$ cat src/rtl/first_match_pkg.sv
// Shared types and default sizing for the first-match stimulus generator
// and its response monitor.
package first_match_pkg;

  localparam int FMG_WINDOW   = 5;
  localparam int FMG_RESP_MAX = 8;

  typedef enum logic [1:0] {
    IDLE,
    DRIVE,
    WAIT,
    REPORT
  } fmg_state_e;

  typedef enum logic [1:0] {
    OUT_NONE,
    OUT_MATCH,
    OUT_FAIL
  } fm_outcome_e;

endpackage

$ cat src/rtl/first_match_resp_mon.sv
// Records the first match/fail response in a capture window and flags
// duplicate responses and simultaneous match+fail.
module first_match_resp_mon
  import first_match_pkg::*;
(
  input  logic        clk,
  input  logic        rst_n,
  input  logic        clr,
  input  logic        cap,
  input  logic        match_in,
  input  logic        fail_in,
  output fm_outcome_e first_o,
  output logic        dup_o,
  output logic        both_o
);

  fm_outcome_e first_q, first_d;
  logic        dup_q, dup_d;
  logic        both_q, both_d;

  always_comb begin
    first_d = first_q;
    dup_d   = dup_q;
    both_d  = both_q;
    if (clr) begin
      first_d = OUT_NONE;
      dup_d   = 1'b0;
      both_d  = 1'b0;
    end else if (cap) begin
      if (match_in && fail_in) both_d = 1'b1;
      if (match_in || fail_in) begin
        if (first_q == OUT_NONE) first_d = match_in ? OUT_MATCH : OUT_FAIL;
        else                     dup_d   = 1'b1;
      end
    end
  end

  // Outputs already fold in the current cycle, so the last capture cycle
  // can be graded on the same edge that closes the window.
  assign first_o = first_d;
  assign dup_o   = dup_d;
  assign both_o  = both_d;

  always_ff @(posedge clk) begin
    if (!rst_n) begin
      first_q <= OUT_NONE;
      dup_q   <= 1'b0;
      both_q  <= 1'b0;
    end else begin
      first_q <= first_d;
      dup_q   <= dup_d;
      both_q  <= both_d;
    end
  end

endmodule

$ cat src/rtl/first_match_gen.sv
// Drives one en/signal_in window into a first-match checker, grades the
// checker's response and keeps a saturating error count.
module first_match_gen
  import first_match_pkg::*;
#(
  parameter int WINDOW   = FMG_WINDOW,
  parameter int RESP_MAX = FMG_RESP_MAX,
  parameter int ERR_W    = 8
) (
  input  logic             clk,
  input  logic             rst_n,
  input  logic             start,
  input  logic [2:0]       delay,
  input  logic             no_hit,
  input  logic             extra_hits,
  output logic             ready,
  output logic             en_out,
  output logic             sig_out,
  input  logic             match_in,
  input  logic             fail_in,
  output logic             done,
  output logic             pass,
  output logic [ERR_W-1:0] err_cnt
);

  localparam int CNT_W = $clog2(RESP_MAX + 1);

  fmg_state_e       state_q, state_d;
  logic [CNT_W-1:0] cnt_q, cnt_d;
  logic [2:0]       dly_q, dly_d;
  logic             hit_q, hit_d;
  logic             extra_q, extra_d;
  logic             ready_q, ready_d;
  logic             en_q, en_d;
  logic             sig_q, sig_d;
  logic             done_q, done_d;
  logic             pass_q, pass_d;
  logic [ERR_W-1:0] err_q, err_d;

  fm_outcome_e      first;
  logic             dup, both, cap, grade;
  logic [CNT_W-1:0] dly_ext;

  // cnt_q equals the window index k while driving and keeps counting
  // through WAIT, so indices 1..RESP_MAX are the response capture cycles.
  assign cap = ((state_q == DRIVE) || (state_q == WAIT)) && (cnt_q != '0);

  first_match_resp_mon u_mon (
    .clk      (clk),
    .rst_n    (rst_n),
    .clr      (en_q),
    .cap      (cap),
    .match_in (match_in),
    .fail_in  (fail_in),
    .first_o  (first),
    .dup_o    (dup),
    .both_o   (both)
  );

  assign grade = (first == (hit_q ? OUT_MATCH : OUT_FAIL)) && !dup && !both;

  always_comb begin
    state_d = state_q;
    cnt_d   = cnt_q;
    dly_d   = dly_q;
    hit_d   = hit_q;
    extra_d = extra_q;
    ready_d = ready_q;
    pass_d  = pass_q;
    err_d   = err_q;
    en_d    = 1'b0;
    done_d  = 1'b0;
    sig_d   = 1'b0;
    dly_ext = '0;
    case (state_q)
      IDLE: begin
        if (start) begin
          state_d = DRIVE;
          cnt_d   = '0;
          dly_d   = delay;
          hit_d   = !no_hit && (int'(delay) < WINDOW);
          extra_d = extra_hits;
          en_d    = 1'b1;
          ready_d = 1'b0;
        end
      end
      DRIVE: begin
        cnt_d = cnt_q + CNT_W'(1);
        if (cnt_q == CNT_W'(WINDOW - 1)) state_d = WAIT;
      end
      WAIT: begin
        cnt_d = cnt_q + CNT_W'(1);
        if (cnt_q == CNT_W'(RESP_MAX)) begin
          state_d = REPORT;
          done_d  = 1'b1;
          pass_d  = grade;
          if (!grade && (err_q != '1)) err_d = err_q + ERR_W'(1);
        end
      end
      REPORT: begin
        state_d = IDLE;
        ready_d = 1'b1;
      end
      default: state_d = IDLE;
    endcase
    // Signal level for the index about to be presented.
    if (state_d == DRIVE) begin
      dly_ext = CNT_W'(dly_d);
      sig_d   = hit_d && ((cnt_d == dly_ext) || ((cnt_d > dly_ext) && extra_d));
    end
  end

  always_ff @(posedge clk) begin
    if (!rst_n) begin
      state_q <= IDLE;
      cnt_q   <= '0;
      ready_q <= 1'b1;
      en_q    <= 1'b0;
      sig_q   <= 1'b0;
      done_q  <= 1'b0;
      pass_q  <= 1'b0;
      err_q   <= '0;
    end else begin
      state_q <= state_d;
      cnt_q   <= cnt_d;
      ready_q <= ready_d;
      en_q    <= en_d;
      sig_q   <= sig_d;
      done_q  <= done_d;
      pass_q  <= pass_d;
      err_q   <= err_d;
    end
  end

  always_ff @(posedge clk) begin
    dly_q   <= dly_d;
    hit_q   <= hit_d;
    extra_q <= extra_d;
  end

  assign ready   = ready_q;
  assign en_out  = en_q;
  assign sig_out = sig_q;
  assign done    = done_q;
  assign pass    = pass_q;
  assign err_cnt = err_q;

endmodule

$ cat config.mk
export PLATFORM = sky130hd
export DESIGN_NAME = first_match_gen
export DESIGN_NICKNAME = d
export VERILOG_FILES = /design/src/rtl/first_match_pkg.sv /design/src/rtl/first_match_resp_mon.sv /design/src/rtl/first_match_gen.sv
export SDC_FILE = /design/constraint.sdc
export NUM_CORES = 1
export LEC_CHECK = 0
export ABC_AREA = 0
export BUFFER_PORTS_ARGS = -buffer_cell sky130_fd_sc_hd__buf_2
export CORE_UTILIZATION = 35
export CTS_CLUSTER_DIAMETER = 120
export DETAILED_ROUTE_END_ITERATION = 12
export SYNTH_ARGS = -nofsm -noshare
export SYNTH_HDL_FRONTEND = slang
export SYNTH_SLANG_ARGS = --single-unit
$ cat constraint.sdc
create_clock -name clk -period 5.3 [get_ports clk]
set_input_delay 0.795 -clock clk [delete_from_list [all_inputs] [get_ports clk]]
set_output_delay 0.795 -clock clk [all_outputs]
set_load 0.02 [all_outputs]
==> results of run 1 <==
metal layers:
metal  routed length [um]  share of wire  GRT usage  vias to the layer above
met2                 1518           0.49     0.2526                       21
met5                    0              0          0                        -
met1                 1456           0.47     0.1994                      565
li1                     -              -          -                      611
met3                  111          0.036    0.02241                        2
met4                   25         0.0080    0.06383                        0
flip-flops by register name, indices dropped and copies added (netlist names), 2 cells and up:
signal	flops
dly_q	3
err_cnt	8
state_q	2
u_mon.first_q	2
cnt_q	4
cells in the final DEF (no fill, tap or decap), drive strengths merged, types with 2 or more instances in the layout:
cell	instances
nand3	4
a31oi	5
and2	2
nor2	18
nand2b	5
dfxtp	28
inv	11
nand2	11
ha	11
buf	22
mux2i	6
a31o	3
o21ai	5
clkbuf	4
a22o	3
o22a	2
nand4	3
a41oi	3
a21oi	9
nor2b	2
mux2	3
worst paths after layout:
kind                  from          to  slack (ps)  cells past startpoint
setup / recovery  cnt_q[0]  err_cnt[6]        2880                      8
hold reg to reg       pass        pass         470                      2
hold / removal        pass        pass         470                      2
setup reg to reg  cnt_q[0]  err_cnt[6]        2880                      8
stage by stage:
step	instances	total power, uW
2_1_floorplan	157	272.0
3_3_place_gp	225	284.5
3_5_place_dp	225	289.1
4_1_cts	229	421.8
5_1_grt	229	438.9
6_report	229	417.7
layout make-up:
cell class / instances / area, sq um / share of cell area
Tap cell: 50 / 62.56 / 0.03799
Inverter: 12 / 45.04 / 0.02736
Timing Repair Buffer: 22 / 110.1 / 0.06687
Clock buffer: 4 / 55.05 / 0.03343
Multi-Input combinational cell: 113 / 813.3 / 0.4939
Sequential cell: 28 / 560.5 / 0.3404
worst reg2reg max path: cells and delay by family (launching register included):
kind                     cells  cell delay [ps]
AO/OA/AOI/OAI                4             1060
adder cells (fa/ha/maj)      1              210
buffers and inverters        1               60
flip-flops                   1              410
AND/OR/NAND/NOR              2              630
power by group through the flow:
stage | clock (uW) | sequential (uW) | combinational (uW)
after floorplan | 0 | 230 | 41.6
after global placement | 0 | 229 | 55.0
after detailed placement | 0 | 231 | 58.6
after CTS | 138 | 226 | 58.5
after global routing | 147 | 227 | 65.7
final | 134 | 226 | 58.0
logic make-up (layout without fill, tap and decap cells):
| group | Yosys count | count (layout) | share of synthesized area |
|---|---|---|---|
| buffers and inverters | 16 | 38 | 0.05181 |
| flip-flops | 28 | 28 | 0.3869 |
| adder cells (fa/ha/maj) | 11 | 11 | 0.09499 |
| multiplexers | 9 | 9 | 0.06477 |
| AND/OR/NAND/NOR | 53 | 53 | 0.1960 |
| AO/OA/AOI/OAI | 39 | 39 | 0.1995 |
| XOR/XNOR | 1 | 1 | 0.006046 |
==> metrics.cfg, run 1 <==
[timing]
period_needed_ps=2420
holdWs_ps=469.5
rsz0062_at_grt=false
fin_setup_tns_ps=0
fmax_mhz=413.3
relSlewSlack=0.6102
tightest_slew_ps=581.2
finalCritPeriodShare=0.4565
setup_violations=0
timing.final.ws_setup_ps=2880
hold_viol_final=0
final_max_slew_viol_count=0
skew_ps=6.165

[floorplanning]
die_area_sq_um=4401
io_pins=23
die-height_um=66.34
start_util=0.3622
rows=23
core_area_sq_um=4000
fp.dieW_um=66.34

[power]
power_leakage_uw=0.0007361
seq_power_share=0.540
p_comb_frac=0.139
clkPwrFrac=0.321
switching_share=0.2567
intPower_uw=310.5
cellPowerDensity_nw_per_um2=253.7
p_sw_uw=107.2
vdd_drop_max_mv=0.1310

[cts]
clk_latency_ps=280
cts-root-buf=clkbuf_8
cts_resized=0
clk_pin_slew_ps=100
hold_buffers=0
cts_sinks=28
tritoncts=yes
cts-buffers-inserted=3
cts_buffer_depth=2
post_cts_buffers=0
htree_levels=1

[worst_setup_path]
crit_buf_inv=1
max_stage_delay_ps=490
startpoint_type=flop
cp_cell_sequence=inv_1, ha_1, or3b_1, a41oi_2, o211a_1, a21boi_2, nor4b_1, o21a_1
worstSetupPathType=reg -> reg
critical_path_required_ps=5530
crit_family=compound AO/OA/AOI/OAI gates
worstPathArrival_ps=2650
crit_fanout=13
cp-end-kind=flop
critPathSlowestCell=a21boi_2

[worst_hold_path]
hold_class=reg -> reg

[final_layout]
final.fill_count=397
final_cell_area_sq_um=1647
layout.nets=201
diodes=0
postLayoutCoreUtil=0.4116
area_delta_synth_final_pct=13.64
drive_above_1_share=0.1955

[yosys]
synth_edf_count=0
syn_nets=178
synthTopCellsByArea=dfxtp_1, ha_1, nor2_1
ys_seq_elements=28
synthArstFlopShare=0
synthFlopType=dfxtp_1
yosysWarnings=0
synthTopCellsByCount=dfxtp_1, nor2_1, ha_1, inv_1, nand2_1
post-synth-top-count-cell=dfxtp_1
yosys.area.top_type=dfxtp_1
ys_seq_area_frac=0.3869
yosys.cell_types.count=44
netlist_area_sq_um=1449
synth_top_area_share=0.3869
synth_area_per_cell_sq_um=9.229
netlist_instances=157

[detailed_routing]
drc=0
wl_per_cell_um=13.59
ant_nets=0
vias_per_cell=5.236
drtPass1Iterations=4
routed_wl_um=3112
vias=1199
drt_iter0_drc=83

[placed_design]
gp_congestion=0.7870
numPortBuffers=22
place_ws_ps=2906
placed_area_sq_um=1592
hpwl_um=2319

[job]
cap_violations=0

[global_routing]
antenna_found_initial=0
grt_max_degree=16
grt-ovfl-total=0
track_usage=0.1538
grt_pass1_vias=1087
grt_pass1_wl_um=5057

[status]
status=finished clean

Note: power is estimated with default switching activity, not from simulation.
==> run 2, diff against run 1 <==
==> constraint.sdc (replaced) <==
create_clock -name clk -period 2.2 [get_ports clk]
set_input_delay 0.33 -clock clk [delete_from_list [all_inputs] [get_ports clk]]
set_output_delay 0.33 -clock clk [all_outputs]
set_load 0.02 [all_outputs]
==> run 2 against run 1 <==
  * First-iteration DRC count is 35% lower
  * Flip-flop and latch count unchanged
  * Critical path type unchanged
  * Routed wire length up 5.5%
  * Via count rose by 5.4%
  * Die area stayed put
  * Maximum frequency is 16% higher
==> metrics.cfg, run 2 (synthesis results as in run 1) <==
[status]
status=finished clean

[detailed_routing]
routed_wl_um=3282
drt_iter0_drc=54
wl_per_cell_um=13.91
drc=0
ant_nets=0
vias_per_cell=5.356
drtPass1Iterations=4
vias=1264

[cts]
htree_levels=1
clk_latency_ps=280
tritoncts=yes
cts-root-buf=clkbuf_8
hold_buffers=0
cts_sinks=28
clk_pin_slew_ps=100
cts_buffer_depth=2
cts-buffers-inserted=3

[timing]
setup_violations=0
fmax_mhz=477.6
period_needed_ps=2094
finalCritPeriodShare=0.9518
holdWs_ps=301.1
hold_viol_final=0
skew_ps=10.47
tightest_slew_ps=336.0
fin_setup_tns_ps=0
final_max_slew_viol_count=0
relSlewSlack=0.7746

[worst_setup_path]
crit_fanout=7
worstSetupPathType=reg -> reg
critical_path_required_ps=2420
startpoint_type=flop
worstPathArrival_ps=2320
cp-end-kind=flop

[floorplanning]
start_util=0.3622
core_area_sq_um=4000
rows=23
die_area_sq_um=4401
io_pins=23
die-height_um=66.34
fp.dieW_um=66.34

[global_routing]
grt_max_degree=17
grt-ovfl-total=0
track_usage=0.1637
grt_pass1_wl_um=5457
antenna_found_initial=0
grt_pass1_vias=1206

[placed_design]
hpwl_um=2481
numPortBuffers=22
gp_congestion=0.8522

[power]
cellPowerDensity_nw_per_um2=635.3
power_leakage_uw=0.0007766
p_comb_frac=0.141
p_sw_uw=270.6
clkPwrFrac=0.372
vdd_drop_max_mv=0.2903
intPower_uw=844.7
seq_power_share=0.486
switching_share=0.2427

[final_layout]
layout_common_cells=dfxtp_1, buf_2, nor2_1
layout.nets=208
final.fill_count=403
largest_reg_flops=8
area_delta_synth_final_pct=21.16
diodes=0
drive_above_1_share=0.2796
mostFrequentLayoutCell=dfxtp_1

[job]
cap_violations=0

[worst_hold_path]
hold_class=in -> reg

run 2: cell types whose count changed in the layout (fill, tap and decap cells not counted), moves of 2 or more:
cell,previous run,this run
ha_4,0,2
buf_4,0,6
inv_2,0,2
dfxtp_1,28,25
dfxtp_2,0,3
ha_2,0,2
inv_1,11,9
ha_1,11,7
run 2: metal layers:
metal  GRT usage  routed length (um)  vias to the layer above
met1      0.2027                1520                      612
met5           0                   0                        -
met2      0.2755                1606                       19
li1            -                   -                      626
met4     0.07979                  72                        0
met3     0.02241                  83                        7
run 2: metrics by stage:
| stage | worst slack, ps | util | cell area (sq um) | cells | total power, uW |
|---|---|---|---|---|---|
| after global placement | 120.8 | 0.4091 | 1637 | 231 | 692.0 |
| after detailed placement | -13.60 | 0.4091 | 1637 | 231 | 699.0 |
| after CTS | 9.157 | 0.4276 | 1710 | 235 | 1108 |
| after floorplan | 136.8 | - | 1449 | 157 | 655.3 |
| after global routing | -3.940 | 0.4388 | 1755 | 236 | 1158 |
| final | 106.0 | 0.4388 | 1755 | 236 | 1115 |
run 2: power by group through the flow:
stage / registers (uW) / logic (uW) / clock network (uW)
global route: 545 / 177 / 437
finish: 542 / 158 / 415
detailed placement: 553 / 146 / 0
CTS: 542 / 148 / 418
floorplan: 555 / 100 / 0
global placement: 552 / 140 / 0
run 2: cell type report:
class                           count  area [sq um]  area share
Inverter                           12         45.04     0.02566
Multi-Input combinational cell    113         845.8      0.4818
Sequential cell                    28         564.3      0.3215
Clock buffer                        3         41.29     0.02352
Tap cell                           50         62.56     0.03564
Timing Repair Buffer               29         166.4     0.09480
Clock inverter                      1         30.03     0.01711
run 2: worst paths after layout:
check,start,endpoint,slack [ps],depth (start not counted)
worst max-delay path,cnt_q[1],err_cnt[7],110,9
worst min register to register,pass,pass,460,2
worst max register to register,cnt_q[1],err_cnt[7],110,9
worst min-delay path,delay[1],dly_q[1],300,3
run 2: critical path: stages, from the launching register on:
cell      delay, ps
dfxtp_2         350
inv_1            50
ha_2            170
or3b_4          430
a41oi_2         250
o211a_1         190
a21boi_2        100
buf_6           160
a31o_1          220
a21oi_2         110
run 2: what timing repair did:
| action | in CTS | in global routing |
|---|---|---|
| pin swaps | 0 | 4 |
| setup buffers | 0 | 1 |
| gates resized for setup | 1 | 12 |
| endpoints found under the setup margin | 5 | 9 |
==> run 3, diff against run 2 <==
--- a/config.mk
+++ b/config.mk
@@ -10,6 +10,7 @@
 export CORE_UTILIZATION = 35
 export CTS_CLUSTER_DIAMETER = 120
 export DETAILED_ROUTE_END_ITERATION = 12
+export REMOVE_ABC_BUFFERS = 1
 export SYNTH_ARGS = -nofsm -noshare
 export SYNTH_HDL_FRONTEND = slang
 export SYNTH_SLANG_ARGS = --single-unit
==> run 3 against run 2 <==
  * Non-clock buffer count up 3
  * Via count up 0.47%
  * Maximum frequency shrank 2.2%
  * Sequential power hardly changed
  * Flip-flop and latch count did not move
  * Core utilization is 1.7 points higher
  * Die area unchanged
  * Sequential share of layout area down 0.99 points
  * Global-route usage decreased by 0.87 points
  * Critical endpoint is now sig_out
  * Largest power group unchanged
==> metrics.cfg, run 3 (synthesis results as in run 1) <==
[timing]
fmax_mhz=466.9
hold_viol_final=0
relSlewSlack=0.7695
timing.final.ws_setup_ps=58.31
holdWs_ps=298.2
skew_ps=3.278
tightest_slew_ps=343.7
period_needed_ps=2142
setup_violations=0
final_max_slew_viol_count=0
finalCritPeriodShare=0.9735

[detailed_routing]
ant_nets=0
drc=0
vias=1270
drtPass1Iterations=4
drt_iter0_drc=35
vias_per_cell=5.314
wl_per_cell_um=14.40
routed_wl_um=3442

[placed_design]
place_ws_ps=-29.84
hpwl_um=2393
gp_congestion=0.7673
placed_area_sq_um=1642
numPortBuffers=22

[worst_setup_path]
crit_fanout=4
startpoint_type=flop
cp-end-kind=flop
critical_path_required_ps=2370
worstPathArrival_ps=2310
reg2reg_depth=10
worstSetupPathType=reg -> reg

[cts]
clk_pin_slew_ps=100
clk_latency_ps=270
htree_levels=1
cts-root-buf=clkbuf_8
cts_sinks=28
cts-buffers-inserted=3
tritoncts=yes
cts_buffer_depth=2
hold_buffers=0

[floorplanning]
fp.dieW_um=66.34
die_area_sq_um=4401
io_pins=23
rows=23
die-height_um=66.34
core_area_sq_um=4000
start_util=0.3622

[global_routing]
grt_pass1_wl_um=5216
track_usage=0.1550
grt-ovfl-total=0
antenna_found_initial=0
grt_max_degree=16
grt_pass1_vias=1176

[final_layout]
layout.nets=211
diodes=0
area_delta_synth_final_pct=25.82
mostFrequentLayoutCell=dfxtp_1
final_cell_area_sq_um=1823
largest_reg_flops=8
layout_common_cells=dfxtp_1, buf_2, nor2_1
drive_above_1_share=0.3175
final.fill_count=407

[status]
status=finished clean

[job]
cap_violations=0

[worst_hold_path]
hold-path-cell-count=3
hold_class=in -> reg

[power]
vdd_drop_max_mv=0.5250
power_leakage_uw=0.0007964
cellPowerDensity_nw_per_um2=571.5

-- run 3: stage by stage --
stage / std cells / power, uW / utilization / TNS [ps]
floorplan: 153 / 649.2 / - / 0
global placement: 230 / 695.3 / 0.4104 / 0
detailed placement: 230 / 702.9 / 0.4104 / -29.84
CTS: 234 / 1028 / 0.4254 / 0
global route: 239 / 1095 / 0.4557 / -85.13
finish: 239 / 1042 / 0.4557 / 0
-- run 3: cell type report --
class / instances / area (sq um) / share of cell area
sequential: 28 / 568.0 / 0.3116
tap: 50 / 62.56 / 0.03432
clock buffer: 4 / 55.05 / 0.03020
timing repair buffer: 32 / 215.2 / 0.1181
inverter: 12 / 45.04 / 0.02471
multi-input combinational: 113 / 877.1 / 0.4811
-- run 3: what timing repair did --
item                       4_1_cts  5_1_grt
pin swaps                        0        6
buffers inserted                 0        4
gates resized for setup          2       17
cloned                           0        1
setup endpoints to repair        1        6
-- run 3: power by group --
group | leakage (uW) | switching (uW) | internal [uW]
Clock | 0.0000288 | 161 | 160
Combinational | 0.000537 | 95.1 | 81.3
Sequential | 0.000230 | 13.6 | 531
Total | 0.000796 | 270 | 772
-- run 3: critical path, stage by stage, from the launching register on --
cell,delay (ps)
dfxtp_2,360
inv_1,110
ha_1,240
nand2b_1,100
nand2b_1,120
a22o_1,290
ha_1,340
a21oi_2,160
a31oi_1,90
a31oi_1,160
nor2_1,60
-- run 3: path summary, 6_finish.rpt --
kind / from / endpoint / slack, ps
setup / recovery: state_q[0] / sig_out / 60
hold / removal: delay[1] / dly_q[1] / 300
setup reg to reg: state_q[0] / sig_out / 60
hold reg to reg: u_mon.dup_q / u_mon.dup_q / 480
-- run 3: routing by layer --
metal | routed length (um) | share of wire | track usage
met1 | 1541 | 0.45 | 0.1904
met2 | 1735 | 0.50 | 0.2768
met3 | 140 | 0.041 | 0.04138
met4 | 25 | 0.0073 | 0.01596
met5 | 0 | 0 | 0
